<file path="config.mk">
export PLATFORM = sky130hd
export DESIGN_NAME = scan_counter_2d
export DESIGN_NICKNAME = d
export VERILOG_FILES = /design/src/rtl/scan_counter_2d.sv
export SDC_FILE = /design/constraint.sdc
export NUM_CORES = 1
export LEC_CHECK = 0
export ABC_AREA = 0
export CORE_UTILIZATION = 50
export CTS_CLUSTER_SIZE = 40
export DETAILED_ROUTE_END_ITERATION = 12
export PLACE_DENSITY = 0.75
export SLEW_MARGIN = 20
export SYNTH_ARGS = -nofsm -noshare
export SYNTH_HDL_FRONTEND = slang
export SYNTH_SLANG_ARGS = --single-unit
</file>
<file path="constraint.sdc">
create_clock -name clk -period 4.7 [get_ports clk]
set_input_delay 1.41 -clock clk [delete_from_list [all_inputs] [get_ports clk]]
set_output_delay 1.41 -clock clk [all_outputs]
set_load 0.02 [all_outputs]
</file>
<file path="src/rtl/scan_counter_2d.sv">
// scan_counter_2d: rectangle scanner emitting one (x,y) per handshake
// in raster, serpentine, column-major and column-serpentine order.
module scan_counter_2d #(
  parameter int WIDTH  = 640,
  parameter int HEIGHT = 480,
  parameter int X_BITS = $clog2(WIDTH),
  parameter int Y_BITS = $clog2(HEIGHT)
) (
  input  logic              clk,
  input  logic              rst_n,
  input  logic              start,
  input  logic              abort,
  input  logic [1:0]        mode,
  input  logic [X_BITS-1:0] x_start,
  input  logic [Y_BITS-1:0] y_start,
  input  logic [X_BITS-1:0] x_end,
  input  logic [Y_BITS-1:0] y_end,
  output logic [X_BITS-1:0] out_x,
  output logic [Y_BITS-1:0] out_y,
  output logic              out_valid,
  input  logic              out_ready,
  output logic              first,
  output logic              line_last,
  output logic              last,
  output logic              busy,
  output logic              done,
  output logic              err
);

  typedef enum logic {IDLE, RUN} state_t;

  state_t            state;
  logic [1:0]        mode_q;
  logic [X_BITS-1:0] xs_q;
  logic [X_BITS-1:0] xe_q;
  logic [Y_BITS-1:0] ys_q;
  logic [Y_BITS-1:0] ye_q;
  logic              rev;
  logic              first_q;

  logic col;
  logic serp;
  logic x_lend;
  logic y_lend;
  logic lend;
  logic fin;
  logic xfer;

  // rev only reverses the inner axis; the outer axis always ascends,
  // so x_lend/y_lend double as "outer at end" for the outer axis.
  always_comb begin
    col    = mode_q[1];
    serp   = mode_q[0];
    x_lend = (rev && !col) ? (out_x == xs_q) : (out_x == xe_q);
    y_lend = (rev && col) ? (out_y == ys_q) : (out_y == ye_q);
    lend   = col ? y_lend : x_lend;
    fin    = x_lend && y_lend;
  end

  assign xfer      = out_valid && out_ready;
  assign first     = out_valid && first_q;
  assign line_last = out_valid && lend;
  assign last      = out_valid && fin;

  always_ff @(posedge clk) begin
    if (!rst_n) begin
      state     <= IDLE;
      mode_q    <= '0;
      xs_q      <= '0;
      xe_q      <= '0;
      ys_q      <= '0;
      ye_q      <= '0;
      rev       <= 1'b0;
      first_q   <= 1'b0;
      out_x     <= '0;
      out_y     <= '0;
      out_valid <= 1'b0;
      busy      <= 1'b0;
      done      <= 1'b0;
      err       <= 1'b0;
    end else begin
      done <= 1'b0;
      err  <= 1'b0;
      case (state)
        IDLE: begin
          if (start) begin
            mode_q <= mode;
            xs_q   <= x_start;
            xe_q   <= x_end;
            ys_q   <= y_start;
            ye_q   <= y_end;
            rev    <= 1'b0;
            if (x_end < x_start || y_end < y_start) begin
              err <= 1'b1;
            end else begin
              state     <= RUN;
              busy      <= 1'b1;
              out_valid <= 1'b1;
              first_q   <= 1'b1;
              out_x     <= x_start;
              out_y     <= y_start;
            end
          end
        end
        RUN: begin
          if (abort) begin
            state     <= IDLE;
            busy      <= 1'b0;
            out_valid <= 1'b0;
            first_q   <= 1'b0;
          end else if (xfer) begin
            first_q <= 1'b0;
            if (fin) begin
              state     <= IDLE;
              busy      <= 1'b0;
              out_valid <= 1'b0;
              done      <= 1'b1;
            end else if (lend) begin
              if (serp) rev <= ~rev;
              if (col) begin
                out_x <= out_x + 1'b1;
                if (!serp) out_y <= ys_q;
              end else begin
                out_y <= out_y + 1'b1;
                if (!serp) out_x <= xs_q;
              end
            end else if (col) begin
              out_y <= rev ? out_y - 1'b1 : out_y + 1'b1;
            end else begin
              out_x <= rev ? out_x - 1'b1 : out_x + 1'b1;
            end
          end
        end
        default: state <= IDLE;
      endcase
    end
  end

endmodule

</file>
==> run metrics <==
outcome=complete, no violations; initial drt markers=approximately 380; Max FO, Critical Path=9; top area cells in the synthesized netlist=dfxtp_1, nand2_1, a21boi_0; Post-synth EDFFs=0; hold violation count in the final report=0; CP max stage delay=590 ps; crit-path cells=nand2_1 > buf_4 > a211o_1 > a32oi_1 > o211ai_1 > nor3_2 > o21bai_4 > and2_1 > clkdlybuf4s50_1; worst slew pin tran=~820 ps; share of the synthesized area in the top cell type=between 20% and 30%; TNS Setup=0 ps; Top FF cell, synth=dfxtp_1; crit path kind=flip-flop to primary output; Critical Path AT=approximately 3100 ps; Yosys top cell by area=dfxtp_1; Clock Skews=between 10 and 15 ps; vias in the first global route=around 4,400; WL/cell=roughly 17 um; die height=between 90 and 100 um; post-place setup slack=370 ps; worst r2r src=rev; post-synthesis async set-or-reset flop share=0%; Routed Antenna Nets=0; Layout Nets=~770; Tot GR Track Use=between 20% and 30%; CP Data Required Time=between 3000 and 4000 ps; power density cells=273 mW/mm^2; Core Rows=35; Leak=0.00223 uW; worst r2r dst=out_x[4]; first-pass GRT wire length=about 23,000 um; r2r setup slk=~1500 ps; Post-Syn Nets=approximately 720; Yosys cell types=60; post-synthesis sequential area ratio=between 20% and 30%; Total Wirelength=roughly 14,000 um; slew margin rel.=around 45%; Syn Area/Cell=around 7.4 sq um; via count=4,980; HP Class=flip-flop to flip-flop; Initial Utilization=between 50% and 60%; Residual DRC=0; Sink Count=65; layout cell share with drive strength beyond 1=~7.2%; RSZ-0062 raised after global routing=false; CTS Root Cell=clkbuf_8; CP max stage cell=clkdlybuf4s50_1; Max rail drop VDD=~0.18 mV; Vias/cell=approximately 6.0; cts bufs inserted=9; post-layout minimum cycle time=4480 ps; Worst Min Path Start=ys_q[7]; initial antenna violation count=0; fin crit share=a little over nine tenths; Fmax=about 220 MHz; top-level I/O count=71; CTS tree=built; WHS Endpoint=ys_q[7]; r2r worst-path depth=12; Port Buffer Count=70; DP HPWL=roughly 10,000 um; depth of the CTS H-tree=3; Worst setup SP type=flip-flop; hold depth=2; GP Congestion=approximately 0.98; Cells after Synth=650; largest net degree at the start of global routing=between 50 and 60; post-layout util=roughly 63%; total congestion overflow=0; Layout area overhead=21.7%; clk_lat worst skew=350 ps; ant diodes=0; max_cap viols=0; Clk pin slew, worst setup/hold paths=about 80 ps; Post-Syn Area=about 0.0048 sq mm; hold_buf cts=0; Worst Slack Setup Final=roughly 220 ps; Critical Path End Type=primary output; final setup vio count=0; CTS max path bufs=2; Die Wd=about 100 um; Yosys warnings=0; Synth Register Bits=65; DRT Pass-1 Iters=5; CORE AREA=just over 0.009 sq mm; Final Max Tran Viols=0; die area=between 0.009 and 0.01 sq mm
[metal layers]
layer,part of all wire (%),global-route usage [%],vias to the layer above
met2,43,43.2,256
met5,0,0,-
met4,1.3,6.45,0
met3,8.7,4.46,26
met1,47,43.4,2329
li1,-,-,2369
[report_power, final]
part	internal, uW	leakage [uW]	switching, uW	total, uW
clock	369	0.000123	239	608
sequential	581	0.000533	44.7	625
combinational	158	0.00158	200	358
[sequential cells by signal, summed over array words and instances, names as in the netlist]
| register | flops |
|---|---|
| xs_q | 10 |
| out_x | 10 |
| state | 1 |
| ye_q | 9 |
| mode_q | 2 |
| busy | 1 |
| rev | 1 |
| first_q | 1 |
| done | 1 |
| err | 1 |
| ys_q | 9 |
| out_y | 9 |
| xe_q | 10 |
[per-stage QoR]
stage	power, uW	area, sq um	std cells	hold slack (ps)
CTS	1580	5810	833	478
detailed placement	985	5560	817	468
global route	1660	5820	833	505
global placement	978	5560	817	456
finish	1590	5820	833	477
floorplan	848	4780	650	443
[critical path, delay by kind of cell, from the launching register on]
family	cells	cell delay [ps]
AOI/OAI and AO/OA	4	840
buffers and inverters	2	800
DFF	1	530
and+or+nand+nor	3	540
[Yosys cell counts, drive strengths merged, types with 18 or more instances]
| cell type | instances |
|---|---|
| nand2 | 132 |
| ha | 21 |
| clkbuf | 35 |
| a211oi | 20 |
| xor2 | 18 |
| inv | 34 |
| a21boi | 42 |
| o21ai | 28 |
| nor2 | 34 |
| xnor2 | 21 |
| dfxtp | 65 |
| a21oi | 24 |
[cell usage in the layout (no fill, tap or decap), drive strengths merged, types with 18 or more instances in the layout]
cell           count
a211oi            20
a21boi            42
a21oi             24
buf               19
clkdlybuf4s50     69
dfxtp             65
ha                21
inv               34
nand2            132
nor2              34
o21ai             28
xnor2             21
xor2              18
[timing repair]
item,in CTS,in global routing
resized for setup,0,4
hold endpoints to repair,0,0
setup endpoints to repair,0,2
setup buffers,0,0
[kinds of logic after synthesis]
group / synth area share [%]
buf+inv: 7.30
compound gates: 27.3
fa+ha+maj: 5.50
flops: 27.2
mux: 1.52
xor+xnor: 7.14
simple gates: 24.0
[how the worst max path moves through the flow]
stage / start / endpoint / slack [ps]
2_1_floorplan: out_x[2] / line_last / 970
6_report: rev / line_last / 220
4_1_cts: mode_q[1] / last / 10
5_1_grt: rev / line_last / 30
3_5_place_dp: y_start[4] / out_x[2] / 370
3_3_place_gp: y_start[4] / out_x[2] / 430
[layout make-up]
type | count | area, sq um
clock buffers | 10 | 138
clock inverters | 6 | 115
fillers | 859 | 3420
inverters | 35 | 131
multi-input cells | 500 | 3140
flip-flops and latches | 65 | 1300
well taps | 129 | 161
repair buffers | 88 | 831
Note: power is estimated with default switching activity, not from simulation.
